$ cat config.mk
export PLATFORM = sky130hd
export DESIGN_NAME = bemicro_cv_nios_cpu_oci_dct_packer
export DESIGN_NICKNAME = d
export VERILOG_FILES = /design/src/rtl/bemicro_cv_nios_cpu_oci_dct_packer.sv
export SDC_FILE = /design/constraint.sdc
export NUM_CORES = 1
export LEC_CHECK = 0
export BUFFER_PORTS_ARGS = -buffer_cell sky130_fd_sc_hd__clkbuf_2
export CAP_MARGIN = 15
export CORE_AREA = 5 5 85 87
export DETAILED_ROUTE_END_ITERATION = 16
export DIE_AREA = 0 0 90 92
export PLACE_DENSITY = 0.78
export SLEW_MARGIN = 20
export SYNTH_ARGS = -nofsm -noshare
export SYNTH_HDL_FRONTEND = slang
export SYNTH_SLANG_ARGS = --single-unit
$ cat constraint.sdc
create_clock -name clk -period 2.6 [get_ports clk]
set_input_delay 0.52 -clock clk [delete_from_list [all_inputs] [get_ports clk]]
set_output_delay 0.52 -clock clk [all_outputs]
set_load 0.05 [all_outputs]
$ cat src/rtl/bemicro_cv_nios_cpu_oci_dct_packer.sv
// bemicro_cv_nios_cpu_oci_dct_packer: packs 2-bit trace codes into DCT words with a valid/ready output and drop accounting
// Ports:
//   clk, reset        clock and synchronous active-high reset
//   trc_on            trace enable; gates incoming codes only
//   code_valid, code  incoming trace code
//   flush             seal the partial word now
//   dct_buffer        packed word, first code in entry 0, unused entries 0
//   dct_count         number of valid entries in dct_buffer
//   dct_valid         output word valid; consumed when dct_ready is high
//   dct_ready         downstream accept
//   overflow          sticky drop flag
//   overflow_clr      clears overflow and drop_count
//   drop_count        saturating count of dropped codes
module bemicro_cv_nios_cpu_oci_dct_packer #(
  parameter int ENTRY_W = 2,
  parameter int DEPTH = 15,
  parameter int COUNT_W = 4,
  parameter int DROP_W = 8
) (
  input  logic                       clk,
  input  logic                       reset,
  input  logic                       trc_on,
  input  logic                       code_valid,
  input  logic [ENTRY_W-1:0]         code,
  input  logic                       flush,
  output logic [ENTRY_W*DEPTH-1:0]   dct_buffer,
  output logic [COUNT_W-1:0]         dct_count,
  output logic                       dct_valid,
  input  logic                       dct_ready,
  output logic                       overflow,
  input  logic                       overflow_clr,
  output logic [DROP_W-1:0]          drop_count
);
  localparam int W = ENTRY_W * DEPTH;
  typedef enum logic [1:0] {EMPTY, FILL, PEND} state_t;
  state_t state_q, state_d;
  logic [W-1:0] acc_q, acc_d, buf_q, buf_d, nxt_acc;
  logic [COUNT_W-1:0] acc_cnt_q, acc_cnt_d, cnt_q, cnt_d, nxt_cnt;
  logic valid_q, valid_d, ovf_q, ovf_d;
  logic [DROP_W-1:0] drop_q, drop_d;
  logic slot_free, accept, drop, seal, xfer;
  assign slot_free = !valid_q || dct_ready;
  assign accept = code_valid && trc_on && state_q != PEND;
  assign drop = code_valid && trc_on && state_q == PEND;
  assign nxt_cnt = acc_cnt_q + COUNT_W'(accept);
  // entries above acc_cnt are always zero, so OR-ing the new code in is enough
  assign nxt_acc = accept ? acc_q | (W'(code) << (acc_cnt_q * ENTRY_W)) : acc_q;
  assign seal = state_q != PEND && (nxt_cnt == COUNT_W'(DEPTH) || (flush && nxt_cnt != '0));
  assign xfer = (seal && slot_free) || (state_q == PEND && dct_ready);
  always_comb begin
    state_d = xfer ? EMPTY : (seal || state_q == PEND) ? PEND : (nxt_cnt == '0 ? EMPTY : FILL);
    acc_d = xfer ? '0 : nxt_acc;
    acc_cnt_d = xfer ? '0 : nxt_cnt;
    buf_d = xfer ? nxt_acc : buf_q;
    cnt_d = xfer ? nxt_cnt : cnt_q;
    valid_d = xfer || (valid_q && !dct_ready);
    ovf_d = overflow_clr ? 1'b0 : (ovf_q || drop);
    drop_d = overflow_clr ? '0 : (drop && drop_q != '1) ? drop_q + 1'b1 : drop_q;
  end
  always_ff @(posedge clk) begin
    if (reset) begin
      state_q <= EMPTY;
      acc_q <= '0;
      acc_cnt_q <= '0;
      buf_q <= '0;
      cnt_q <= '0;
      valid_q <= 1'b0;
      ovf_q <= 1'b0;
      drop_q <= '0;
    end else begin
      state_q <= state_d;
      acc_q <= acc_d;
      acc_cnt_q <= acc_cnt_d;
      buf_q <= buf_d;
      cnt_q <= cnt_d;
      valid_q <= valid_d;
      ovf_q <= ovf_d;
      drop_q <= drop_d;
    end
  end
  assign dct_buffer = buf_q;
  assign dct_count = cnt_q;
  assign dct_valid = valid_q;
  assign overflow = ovf_q;
  assign drop_count = drop_q;
endmodule
==> impl_table.tex, run 1 <==
\begin{tabular}{lr}
\hline
Metric & Value \\
\hline
\multicolumn{2}{l}{\textbf{Outcome}} \\
Status & finished, final reports clean \\
\multicolumn{2}{l}{\textbf{Logic synthesis}} \\
Most used standard cell by instance count after synthesis & sky130\_fd\_sc\_hd\_\_nor2\_1 \\
Post-synthesis instance total & around 310 \\
EDFF count, synth & 0 \\
Most frequent cells after synthesis & sky130\_fd\_sc\_hd\_\_nor2\_1 (86), sky130\_fd\_sc\_hd\_\_dfxtp\_1 (80), sky130\_fd\_sc\_hd\_\_a21oi\_1 (27) \\
Post-synthesis cell type count & 40 \\
Sequential element share of the synthesized area & 0.5374 \\
Synthesized area per cell & around 9.5 µm² \\
Synth Cell Area & $\sim$0.0030 mm² \\
Dominant register cell in the synthesized netlist & sky130\_fd\_sc\_hd\_\_dfxtp\_1 \\
Synth Register Bits & 80 \\
Ys Warns & 0 \\
Synthesized Nets & roughly 330 \\
Ys async rst share & 0 \\
Synth top area cells & sky130\_fd\_sc\_hd\_\_dfxtp\_1 (54\%), sky130\_fd\_sc\_hd\_\_nor2\_1 (11\%), sky130\_fd\_sc\_hd\_\_a211oi\_1 (5.5\%), sky130\_fd\_sc\_hd\_\_a21oi\_1 (4.5\%), sky130\_fd\_sc\_hd\_\_a211oi\_2 (4.2\%) \\
Area leader, netlist & sky130\_fd\_sc\_hd\_\_dfxtp\_1 \\
Top cell type's share of synthesized area & 0.5374 \\
\multicolumn{2}{l}{\textbf{GRT}} \\
Via count of the first global-routing pass & 2,263 \\
Grt ovf & 0 \\
Total track usage & 0.1569 \\
Number of antenna violations at the first check in global routing & 0 \\
Maximum number of pins on one net before global-route repair & between 60 and 70 \\
First-pass GRT wire length & 10,630 µm \\
\multicolumn{2}{l}{\textbf{Cells and area}} \\
Layout net count & about 390 \\
Area occupied by multi-input gates & 0.001281 mm² \\
Proportion of layout cells with a drive suffix above 1 & 0.2921 \\
Diodes inserted & 0 \\
Reg area & 0.001602 mm² \\
Layout fillers & 557 \\
Fin area & about 0.0037 mm² \\
Final non-filler cell total & between 400 and 500 \\
Area growth from synthesis to layout & 23.17\% \\
Post-route core utilization & 0.5848 \\
\multicolumn{2}{l}{\textbf{Timing}} \\
Number of hold violations in the final report & 0 \\
Headroom to the max-slew limit & 0.5939 \\
Total Negative Setup Slacks & 0 ps \\
Period Utilization, post-route & 0.9556 \\
Post-Route Hold Slack & 448.9 ps \\
Tmin final & 2484 ps \\
Number of endpoints failing setup at the final stage & 0 \\
Slew at the pin with the worst max-slew slack & 607.9 ps \\
Final critical-path setup slack & between 100 and 150 ps \\
Clock skew & roughly 8 ps \\
Highest Clock Rate & roughly 400 MHz \\
Fin. max-slew vios & 0 \\
\multicolumn{2}{l}{\textbf{Drt}} \\
DRC Markers & 0 \\
Remaining number of nets flagged by the antenna check after routing & 0 \\
Vias per Instance & roughly 5.3 \\
First drt pass iteration count & 4 \\
Routed len/inst & approximately 15 µm \\
DRC marker count from the first detailed-route iteration & about 170 \\
Vias & $\sim$2.4k \\
DRT Wirelength & between 6000 and 7000 µm \\
\multicolumn{2}{l}{\textbf{Pwr}} \\
Sequential group share of total power & 0.469 \\
Combinational group share of total power & 0.188 \\
Cell-internal power & between 1.5 and 2 mW \\
Power spent charging and discharging nets & approximately 0.83 mW \\
Leakage power figure & about 1.4 nW \\
Switching share of power & 0.2957 \\
Clock power share & 0.344 \\
Maximum ir drop on the vdd rail & approximately 0.00048 V \\
Total design power & about 2.8 mW \\
P per Cell Area & between 700 and 800 mW/mm² \\
\multicolumn{2}{l}{\textbf{Die}} \\
Floorplan die area & approximately 0.0083 mm² \\
Number of core rows & 29 \\
Chip height & between 90 and 100 µm \\
Overall die width & around 90 µm \\
Count of boundary I/O pins & 53 \\
Initial standard-cell utilization of the core & 0.4748 \\
Area of the core region & 0.006277 mm² \\
\multicolumn{2}{l}{\textbf{Placement}} \\
\# placed instances & 436 \\
Routability Congestion & approximately 0.77 \\
Port Buffer Count & 52 \\
Placed wire-length estimate after detailed placement & 4504 µm \\
Worst slack at placement & -112.3 ps \\
Total cell area at the placement stage & roughly 0.0034 mm² \\
\multicolumn{2}{l}{\textbf{Clock tree}} \\
Num CTS Buffers & 9 \\
CTS sink cnt & 80 \\
Hold-fix buffers at CTS & 0 \\
Clock latency on the worst-skew pair & roughly 340 ps \\
Number of H-tree levels & 3 \\
Clock-pin slew reported for the worst setup and hold paths after clock tree synthesis & 80 ps \\
Maximum clock insertion buffer count & 2 \\
Clock tree from TritonCTS & built \\
Buffer cell driving the clock tree root & sky130\_fd\_sc\_hd\_\_clkbuf\_8 \\
\multicolumn{2}{l}{\textbf{Run}} \\
Count of maximum capacitance violations & 0 \\
\multicolumn{2}{l}{\textbf{Worst setup path}} \\
Startpoint types & flip-flop \\
Required @ worst endpoint & 2860 ps \\
CP Class & flip-flop to flip-flop \\
Largest fanout on the critical path & 32 \\
CP max stage cell & sky130\_fd\_sc\_hd\_\_dfxtp\_1 \\
Largest stage delay on the critical path & 340 ps \\
Kind of capture point of the worst setup path & flip-flop \\
Cell chain of the critical path & nor2b\_2, nor2\_1, ha\_1, ha\_2, xor2\_2, buf\_4, a2111oi\_4, a221oi\_4, buf\_4, buf\_12, a211oi\_1 \\
Worst path most repeated cell & sky130\_fd\_sc\_hd\_\_buf\_4 \\
Signal arrival time at the worst endpoint & between 2000 and 3000 ps \\
\multicolumn{2}{l}{\textbf{Worst hold path}} \\
Min-Delay Path Class & input port to flip-flop \\
\hline
\end{tabular}
flip-flops by register name (all words and copies together) (netlist names):
register / flops
dct_valid: 1
drop_count: 8
dct_buffer: 30
state_q: 2
acc_q: 30
acc_cnt_q: 4
overflow: 1
dct_count: 4
repair_timing:
action                                  in CTS  in global routing
endpoints found under the setup margin       0                 30
gates resized for setup                      0                 12
setup buffers                                0                  3
per-layer routing:
metal  GRT usage  vias up  share of wire
li1            -     1203              -
met5           0        -              0
met1      0.1885     1134           0.44
met3     0.04746       10          0.054
met4     0.07444        0          0.017
met2      0.2573       57           0.49
cell families (layout without fill, tap and decap cells):
kind of cell	after synthesis	after routing	share of synthesized area
xor+xnor	8	8	0.02603
flops	80	80	0.5374
mux	3	3	0.01008
simple gates	121	121	0.1793
fa+ha+maj	3	3	0.01260
compound gates	72	72	0.1847
buf+inv	26	93	0.04995
power groups by stage:
stage	sequential (mW)	combinational (mW)	clock, mW
after floorplan	1.53	0.192	0
after global placement	1.34	0.479	0
after detailed placement	1.35	0.489	0
after CTS	1.32	0.491	0.980
after global routing	1.33	0.561	1.04
final	1.32	0.527	0.966
worst max-delay path, delay by kind of cell (launching register included):
family	cells	cell delay [ps]
buffers and inverters	3	520
DFF	1	340
adders and majority gates	2	410
and+or+nand+nor	2	230
AOI/OAI and AO/OA	3	690
xor gates and xnor gates	1	190
cell usage in the layout, fill, tap and decap left out, types with 3 or more instances in the layout:
master                     netlist  routed
sky130_fd_sc_hd__nor2_1         86      86
sky130_fd_sc_hd__mux2i_1         3       3
sky130_fd_sc_hd__a211oi_1       22      15
sky130_fd_sc_hd__nor3_1          4       4
sky130_fd_sc_hd__xnor2_1         5       5
sky130_fd_sc_hd__clkbuf_8        0       9
sky130_fd_sc_hd__nand2_1         7       7
sky130_fd_sc_hd__dfxtp_1        80      80
sky130_fd_sc_hd__buf_4           2      15
sky130_fd_sc_hd__nand2b_1        5       5
sky130_fd_sc_hd__a31oi_1         3       3
sky130_fd_sc_hd__a41oi_1         4       4
sky130_fd_sc_hd__a211oi_2       10      17
sky130_fd_sc_hd__a21oi_1        27      27
sky130_fd_sc_hd__inv_1           6       6
sky130_fd_sc_hd__clkbuf_2        0      52
final timing paths:
check,from,end,slack [ps],depth (start not counted)
hold reg to reg,acc_q[17],acc_q[17],460,2
hold / removal,flush,state_q[0],450,3
setup / recovery,state_q[1],dct_buffer[7],120,11
setup reg to reg,state_q[1],dct_buffer[7],120,11
final cells by class:
class / instances / area share
timing repair buffer: 72 / 0.1254
inverter: 6 / 0.006135
sequential: 80 / 0.4363
multi-input combinational: 207 / 0.3490
tap: 77 / 0.02624
clock buffer: 10 / 0.03476
clock inverter: 5 / 0.02215
(Power assumes the default switching activity.)
==> inputs of run 2 (changes only) <==
--- a/config.mk
+++ b/config.mk
@@ -7,10 +7,11 @@
 export LEC_CHECK = 0
 export BUFFER_PORTS_ARGS = -buffer_cell sky130_fd_sc_hd__clkbuf_2
 export CAP_MARGIN = 15
-export CORE_AREA = 5 5 85 87
+export CORE_AREA = 5 5 87 89
 export DETAILED_ROUTE_END_ITERATION = 16
-export DIE_AREA = 0 0 90 92
-export PLACE_DENSITY = 0.78
+export DIE_AREA = 0 0 92 94
+export GPL_TIMING_DRIVEN = 0
+export PLACE_DENSITY = 0.75
 export SLEW_MARGIN = 20
 export SYNTH_ARGS = -nofsm -noshare
 export SYNTH_HDL_FRONTEND = slang
==> impl_table.tex, run 2 (synthesis gave the netlist of run 1 again) <==
\begin{tabular}{lr}
\hline
Metric & Value \\
\hline
\multicolumn{2}{l}{\textbf{Outcome}} \\
Status & finished, final reports clean \\
\multicolumn{2}{l}{\textbf{Drt}} \\
Vias & 2,437 (+1.4\%) \\
Vias per Instance & 5.275 (+0.28\%) \\
Remaining number of nets flagged by the antenna check after routing & 0 (unchanged) \\
DRT Wirelength & 6792 µm (about the same) \\
DRC Markers & 0 (unchanged) \\
Routed len/inst & 14.70 µm (-1.1\%) \\
First drt pass iteration count & 5 (+1) \\
DRC marker count from the first detailed-route iteration & 156 (-7.1\%) \\
\multicolumn{2}{l}{\textbf{Clock tree}} \\
Number of H-tree levels & 3 (unchanged) \\
Num CTS Buffers & 9 (unchanged) \\
Maximum clock insertion buffer count & 2 (unchanged) \\
Clock tree from TritonCTS & built \\
Clock-pin slew reported for the worst setup and hold paths after clock tree synthesis & 80 ps (about the same) \\
Clock latency on the worst-skew pair & 340 ps (about the same) \\
Buffer cell driving the clock tree root & sky130\_fd\_sc\_hd\_\_clkbuf\_8 \\
CTS sink cnt & 80 (unchanged) \\
Hold-fix buffers at CTS & 0 (unchanged) \\
\multicolumn{2}{l}{\textbf{Worst setup path}} \\
CP Class & flip-flop to flip-flop \\
Worst flop-to-flop path startpoint & state\_q[1] \\
Reg2Reg Depth & 11 (unchanged) \\
Largest fanout on the critical path & 10 (-69\%) \\
Flop-to-flop setup slack & 110 ps (about the same) \\
Startpoint types & flip-flop \\
RR Endpoint & acc\_q[27] \\
Signal arrival time at the worst endpoint & 2720 ps (-20 ps) \\
Kind of capture point of the worst setup path & flip-flop \\
Required @ worst endpoint & 2840 ps (-20 ps) \\
\multicolumn{2}{l}{\textbf{Placement}} \\
Routability Congestion & 0.8438 (+9.4\%) \\
Total cell area at the placement stage & 0.003341 mm² (-0.34\%) \\
\# placed instances & 445 (+2.1\%) \\
Placed wire-length estimate after detailed placement & 4889 µm (+8.5\%) \\
Port Buffer Count & 52 (unchanged) \\
\multicolumn{2}{l}{\textbf{Timing}} \\
Period Utilization, post-route & 0.9558 (about the same) \\
Headroom to the max-slew limit & 0.5370 (-0.05697) \\
Clock skew & 6.306 ps (-1.522 ps) \\
Highest Clock Rate & 402.4 MHz (about the same) \\
Number of hold violations in the final report & 0 (unchanged) \\
Post-Route Hold Slack & 441.4 ps (-7.492 ps) \\
Number of endpoints failing setup at the final stage & 0 (unchanged) \\
RSZ-0062 raised after global routing & false \\
Slew at the pin with the worst max-slew slack & 693.1 ps (+85.28 ps) \\
Tmin final & 2485 ps (+0.6520 ps) \\
Fin. max-slew vios & 0 (unchanged) \\
\multicolumn{2}{l}{\textbf{Cells and area}} \\
Layout net count & 390 (+0.52\%) \\
Reg area & 0.001604 mm² (+0.16\%) \\
Most common library cell in the layout ignoring fill and taps & sky130\_fd\_sc\_hd\_\_nor2\_1 \\
Proportion of layout cells with a drive suffix above 1 & 0.2618 (-0.03033) \\
Area occupied by multi-input gates & 0.001269 mm² (-0.98\%) \\
Layout fillers & 649 (+17\%) \\
Area growth from synthesis to layout & 20.28\% \\
Diodes inserted & 0 (unchanged) \\
Most used cells in the layout excluding fill and tap cells & sky130\_fd\_sc\_hd\_\_nor2\_1 (86), sky130\_fd\_sc\_hd\_\_dfxtp\_1 (78), sky130\_fd\_sc\_hd\_\_clkbuf\_2 (52), sky130\_fd\_sc\_hd\_\_a21oi\_1 (27), sky130\_fd\_sc\_hd\_\_a211oi\_1 (21) \\
Post-route core utilization & 0.5365 (-0.04829) \\
Fin area & 0.003585 mm² (-2.4\%) \\
Final non-filler cell total & 462 (+1.1\%) \\
\multicolumn{2}{l}{\textbf{Die}} \\
Number of core rows & 30 (+3.4\%) \\
Count of boundary I/O pins & 53 (unchanged) \\
Area of the core region & 0.006681 mm² (+6.4\%) \\
Chip height & 94 µm (+2.2\%) \\
Overall die width & 92 µm (+2.2\%) \\
Initial standard-cell utilization of the core & 0.4461 (-0.02872) \\
Floorplan die area & 0.008648 mm² (+4.4\%) \\
\multicolumn{2}{l}{\textbf{Worst hold path}} \\
Min-Delay Path Class & input port to flip-flop \\
Hold depth & 3 (unchanged) \\
Worst hold path startpoint & flush \\
Endpoint of the worst hold path & state\_q[0] \\
\multicolumn{2}{l}{\textbf{Pwr}} \\
Leakage power figure & 1.398 nW (-3.5\%) \\
Maximum ir drop on the vdd rail & 0.0003775 V (-21\%) \\
P per Cell Area & 747.6 mW/mm² (-2.3\%) \\
\multicolumn{2}{l}{\textbf{GRT}} \\
Maximum number of pins on one net before global-route repair & 13 (-80\%) \\
Total track usage & 0.1646 (+0.007673) \\
Grt ovf & 0 (unchanged) \\
Via count of the first global-routing pass & 2,371 (+4.8\%) \\
Number of antenna violations at the first check in global routing & 0 (unchanged) \\
First-pass GRT wire length & 11,280 µm (+6.2\%) \\
\multicolumn{2}{l}{\textbf{Run}} \\
Count of maximum capacitance violations & 0 (unchanged) \\
\hline
\end{tabular}
==> run 2: repair_timing <==
item / CTS / global route
buffers inserted: 2 / 0
endpoints found under the setup margin: 68 / 63
pin swaps: 3 / 3
hold endpoints to repair: 0 / 0
gates resized for setup: 7 / 4
==> run 2: per-layer routing <==
metal  global-route usage  wire (µm)  vias up
li1                     -          -     1209
met1               0.2074       3134     1152
met2               0.2719       3228       66
met3              0.03926        348       10
met4              0.06559         80        0
met5                    0          0        -
==> run 2: worst max-delay path by stage <==
stage | startpoint | endpoint | slack (ps) | depth (start not counted)
detailed placement | trc_on | dct_buffer[5] | -340 | 11
floorplan | state_q[1] | dct_buffer[0] | 170 | 11
finish | state_q[1] | acc_q[27] | 110 | 11
global route | state_q[1] | dct_buffer[0] | 8 | 11
global placement | code_valid | dct_buffer[5] | -250 | 11
CTS | state_q[1] | dct_buffer[28] | 40 | 11
==> run 2: stage by stage <==
stage / worst slack, ps / total power [mW] / TNS [ps]
6_report: 114.9 / 2.680 / 0
3_5_place_dp: -344.0 / 1.839 / -16150
3_3_place_gp: -248.4 / 1.829 / -10770
2_1_floorplan: 168.6 / 1.724 / 0
4_1_cts: 41.50 / 2.700 / 0
5_1_grt: 8.092 / 2.789 / 0
==> run 2: layout make-up <==
type	instances	share of cell area
multi-input combinational	207	0.3539
tap	80	0.02792
sequential	80	0.4475
timing repair buffer	54	0.07679
inverter	6	0.006283
clock inverter	3	0.01222
buffer	20	0.03770
clock buffer	12	0.03770
==> run 2: power breakdown <==
part,internal [mW],switching [mW]
combinational,0.141,0.364
sequential,1.29,0.0323
clock,0.440,0.417
==> run 2: worst max-delay path, stage by stage, from the launching register on <==
cell and delay, ps:
sky130_fd_sc_hd__dfxtp_2 330, sky130_fd_sc_hd__nor2b_4 130, sky130_fd_sc_hd__nor2_1 120, sky130_fd_sc_hd__ha_2 240, sky130_fd_sc_hd__ha_4 160, sky130_fd_sc_hd__xor2_2 210
sky130_fd_sc_hd__nand4b_1 230, sky130_fd_sc_hd__a221oi_4 380, sky130_fd_sc_hd__or2_1 140, sky130_fd_sc_hd__buf_2 200, sky130_fd_sc_hd__buf_6 170, sky130_fd_sc_hd__nor2_1 50
==> inputs of run 3 (changes only) <==
--- a/config.mk
+++ b/config.mk
@@ -5,11 +5,12 @@
 export SDC_FILE = /design/constraint.sdc
 export NUM_CORES = 1
 export LEC_CHECK = 0
+export ABC_AREA = 1
 export BUFFER_PORTS_ARGS = -buffer_cell sky130_fd_sc_hd__clkbuf_2
 export CAP_MARGIN = 15
-export CORE_AREA = 5 5 87 89
+export CORE_AREA = 5 5 96 89
 export DETAILED_ROUTE_END_ITERATION = 16
-export DIE_AREA = 0 0 92 94
+export DIE_AREA = 0 0 101 94
 export GPL_TIMING_DRIVEN = 0
 export PLACE_DENSITY = 0.75
 export SLEW_MARGIN = 20
==> impl_table.tex, run 3 <==
\begin{tabular}{lr}
\hline
Metric & Value \\
\hline
\multicolumn{2}{l}{\textbf{Placement}} \\
\# placed instances & 569 (+28\%) \\
Placed wire-length estimate after detailed placement & 5738 µm (+17\%) \\
Port Buffer Count & 52 (unchanged) \\
Routability Congestion & 0.9169 (+8.7\%) \\
\multicolumn{2}{l}{\textbf{Logic synthesis}} \\
Ys async rst share & 0 (unchanged) \\
Most used standard cell by instance count after synthesis & sky130\_fd\_sc\_hd\_\_dfxtp\_1 \\
Area leader, netlist & sky130\_fd\_sc\_hd\_\_dfxtp\_1 \\
Synth top area cells & sky130\_fd\_sc\_hd\_\_dfxtp\_1 (48\%), sky130\_fd\_sc\_hd\_\_a21oi\_1 (11\%), sky130\_fd\_sc\_hd\_\_nor2\_1 (7.0\%), sky130\_fd\_sc\_hd\_\_nand2\_1 (6.9\%), sky130\_fd\_sc\_hd\_\_nand3\_1 (5.8\%) \\
Dominant register cell in the synthesized netlist & sky130\_fd\_sc\_hd\_\_dfxtp\_1 \\
Most frequent cells after synthesis & sky130\_fd\_sc\_hd\_\_dfxtp\_1 (80), sky130\_fd\_sc\_hd\_\_a21oi\_1 (70), sky130\_fd\_sc\_hd\_\_nor2\_1 (62) \\
Top cell type's share of synthesized area & 0.4843 (-0.05307) \\
Synth Register Bits & 80 (unchanged) \\
Synthesized area per cell & 7.855 µm² (-18\%) \\
Post-synthesis cell type count & 24 (-40\%) \\
Synthesized Nets & 433 (+33\%) \\
Ys Warns & 0 (unchanged) \\
Post-synthesis instance total & 421 (+35\%) \\
Synth Cell Area & 0.003307 mm² (+11\%) \\
Sequential element share of the synthesized area & 0.4843 (-0.05307) \\
EDFF count, synth & 0 (unchanged) \\
\multicolumn{2}{l}{\textbf{Cells and area}} \\
Final non-filler cell total & 584 (+26\%) \\
Layout net count & 496 (+27\%) \\
Proportion of layout cells with a drive suffix above 1 & 0.2561 (-0.005633) \\
Most common library cell in the layout ignoring fill and taps & sky130\_fd\_sc\_hd\_\_dfxtp\_1 \\
Most used cells in the layout excluding fill and tap cells & sky130\_fd\_sc\_hd\_\_dfxtp\_1 (80), sky130\_fd\_sc\_hd\_\_a21oi\_1 (70), sky130\_fd\_sc\_hd\_\_nor2\_1 (62), sky130\_fd\_sc\_hd\_\_nand2\_1 (61), sky130\_fd\_sc\_hd\_\_clkbuf\_2 (52) \\
Layout fillers & 718 (+11\%) \\
Diodes inserted & 0 (unchanged) \\
Reg area & 0.001602 mm² (-0.16\%) \\
Area occupied by multi-input gates & 0.001484 mm² (+17\%) \\
Area growth from synthesis to layout & 16.12\% \\
Post-route core utilization & 0.5193 (-0.01723) \\
\multicolumn{2}{l}{\textbf{GRT}} \\
Maximum number of pins on one net before global-route repair & 13 (unchanged) \\
Number of antenna violations at the first check in global routing & 0 (unchanged) \\
Grt ovf & 0 (unchanged) \\
First-pass GRT wire length & 12,990 µm (+15\%) \\
Total track usage & 0.1730 (+0.008467) \\
Via count of the first global-routing pass & 2,805 (+18\%) \\
\multicolumn{2}{l}{\textbf{Worst setup path}} \\
Largest fanout on the critical path & 10 (unchanged) \\
Worst flop-to-flop path startpoint & state\_q[0] \\
Required @ worst endpoint & 2890 ps (+50 ps) \\
Cell chain of the critical path & inv\_1, nand2\_1, nand3\_1, inv\_1, ha\_1, ha\_1, nor2\_1, nand2\_2, o21ai\_2, nand2\_4, nand2\_2, nand2\_4, buf\_6, nor2\_4 \\
CP max stage cell & sky130\_fd\_sc\_hd\_\_ha\_1 \\
CP Class & flip-flop to flip-flop \\
Largest stage delay on the critical path & 320 ps (-60 ps) \\
Kind of capture point of the worst setup path & flip-flop \\
First element of the critical path & state\_q[0] \\
Startpoint types & flip-flop \\
Signal arrival time at the worst endpoint & 2500 ps (-220 ps) \\
\multicolumn{2}{l}{\textbf{Timing}} \\
RSZ-0062 raised after global routing & false \\
Number of hold violations in the final report & 0 (unchanged) \\
Period Utilization, post-route & 0.8495 (-0.1063) \\
Fin. max-slew vios & 0 (unchanged) \\
Slew at the pin with the worst max-slew slack & 470.1 ps (-223.0 ps) \\
Highest Clock Rate & 452.7 MHz (+13\%) \\
Headroom to the max-slew limit & 0.6866 (+0.1496) \\
Total Negative Setup Slacks & 0 ps (unchanged) \\
Tmin final & 2209 ps (-276.3 ps) \\
Clock skew & 7.492 ps (+1.186 ps) \\
Number of endpoints failing setup at the final stage & 0 (unchanged) \\
\multicolumn{2}{l}{\textbf{Pwr}} \\
P per Cell Area & 848.8 mW/mm² (+14\%) \\
Maximum ir drop on the vdd rail & 0.0006028 V (+60\%) \\
Leakage power figure & 1.606 nW (+15\%) \\
\multicolumn{2}{l}{\textbf{Die}} \\
Area of the core region & 0.007395 mm² (+11\%) \\
Initial standard-cell utilization of the core & 0.4472 (+0.001141) \\
Floorplan die area & 0.009494 mm² (+9.8\%) \\
Chip height & 94 µm (unchanged) \\
Count of boundary I/O pins & 53 (unchanged) \\
Number of core rows & 30 (unchanged) \\
Overall die width & 101 µm (+9.8\%) \\
\multicolumn{2}{l}{\textbf{Clock tree}} \\
Clock tree from TritonCTS & built \\
Number of H-tree levels & 3 (unchanged) \\
Num CTS Buffers & 9 (unchanged) \\
Clock-pin slew reported for the worst setup and hold paths after clock tree synthesis & 80 ps (about the same) \\
Hold-fix buffers at CTS & 0 (unchanged) \\
Post-CTS setup repair buffer count & 0 (-2) \\
Gates resized, CTS repair & 0 (-7) \\
CTS sink cnt & 80 (unchanged) \\
Maximum clock insertion buffer count & 2 (unchanged) \\
Clock latency on the worst-skew pair & 350 ps (about the same) \\
Buffer cell driving the clock tree root & sky130\_fd\_sc\_hd\_\_clkbuf\_8 \\
\multicolumn{2}{l}{\textbf{Drt}} \\
Vias & 2,873 (+18\%) \\
DRC Markers & 0 (unchanged) \\
First drt pass iteration count & 4 (-1) \\
Remaining number of nets flagged by the antenna check after routing & 0 (unchanged) \\
Routed len/inst & 12.90 µm (-12\%) \\
DRT Wirelength & 7531 µm (+11\%) \\
DRC marker count from the first detailed-route iteration & 123 (-21\%) \\
Vias per Instance & 4.920 (-6.7\%) \\
\multicolumn{2}{l}{\textbf{Outcome}} \\
Status & finished, final reports clean \\
\multicolumn{2}{l}{\textbf{Run}} \\
Count of maximum capacitance violations & 0 (unchanged) \\
\multicolumn{2}{l}{\textbf{Worst hold path}} \\
Worst hold path startpoint & reset \\
Min-Delay Path Class & input port to flip-flop \\
\hline
\end{tabular}
-- run 3: changes by cell type in the layout (fill, tap and decap cells not counted), sizes merged, moves of 7 or more --
cell and delta:
nand2 +60, a21oi +44, nand3 +36, a211oi -32, inv +16, nor2 +7
-- run 3: layer usage --
metal | track usage | wire, µm | vias up
met5 | 0 | 0 | -
met4 | 0.06534 | 114 | 0
met3 | 0.05122 | 401 | 9
met2 | 0.2725 | 3417 | 64
met1 | 0.2231 | 3598 | 1299
li1 | - | - | 1501
-- run 3: critical path, delay by kind of cell (launching register included) --
family                   cells  cell delay, ps
AO/OA/AOI/OAI                1             170
adder cells (fa/ha/maj)      2             530
buffers and inverters        3             310
flip-flops                   1             300
AND/OR/NAND/NOR              8             820
-- run 3: cell type report --
cell class                 count  share of cell area
multi-input combinational    295              0.3864
sequential                    80              0.4171
clock buffer                  10             0.03324
tap                           96             0.03128
timing repair buffer          52             0.06777
buffer                        24             0.03552
inverter                      22             0.02216
clock inverter                 5            0.006517
-- run 3: path summary, 6_finish.rpt --
check	end	slack, ps	cells past startpoint
worst max register to register	acc_q[17]	390	14
worst min register to register	acc_q[29]	470	2
worst max-delay path	acc_q[17]	390	14
worst min-delay path	dct_valid	370	2
-- run 3: cell families after synthesis --
kind of cell | Yosys count | share of synthesized area
adders and majority gates | 3 | 0.01135
buffers and inverters | 46 | 0.06697
and+or+nand+nor | 211 | 0.3084
AOI/OAI and AO/OA | 79 | 0.1237
DFF | 80 | 0.4843
xor gates and xnor gates | 2 | 0.005298
-- run 3: through the flow --
| stage | worst slack [ps] | hold WS (ps) | cell area [µm²] | power, mW |
|---|---|---|---|---|
| final | 391.2 | 370.8 | 3840 | 3.259 |
| after global routing | 147.6 | 366.0 | 3840 | 3.449 |
| after CTS | 352.5 | 358.3 | 3840 | 3.282 |
| after detailed placement | 146.6 | 462.0 | 3687 | 2.535 |
| after global placement | 195.7 | 449.6 | 3687 | 2.515 |
| after floorplan | 512.0 | 439.1 | 3307 | 2.293 |
-- run 3: power by group --
part	leakage (nW)	switching (mW)	internal (mW)
logic	0.870	0.813	0.273
clock network	0.0854	0.430	0.333
registers	0.650	0.0614	1.35
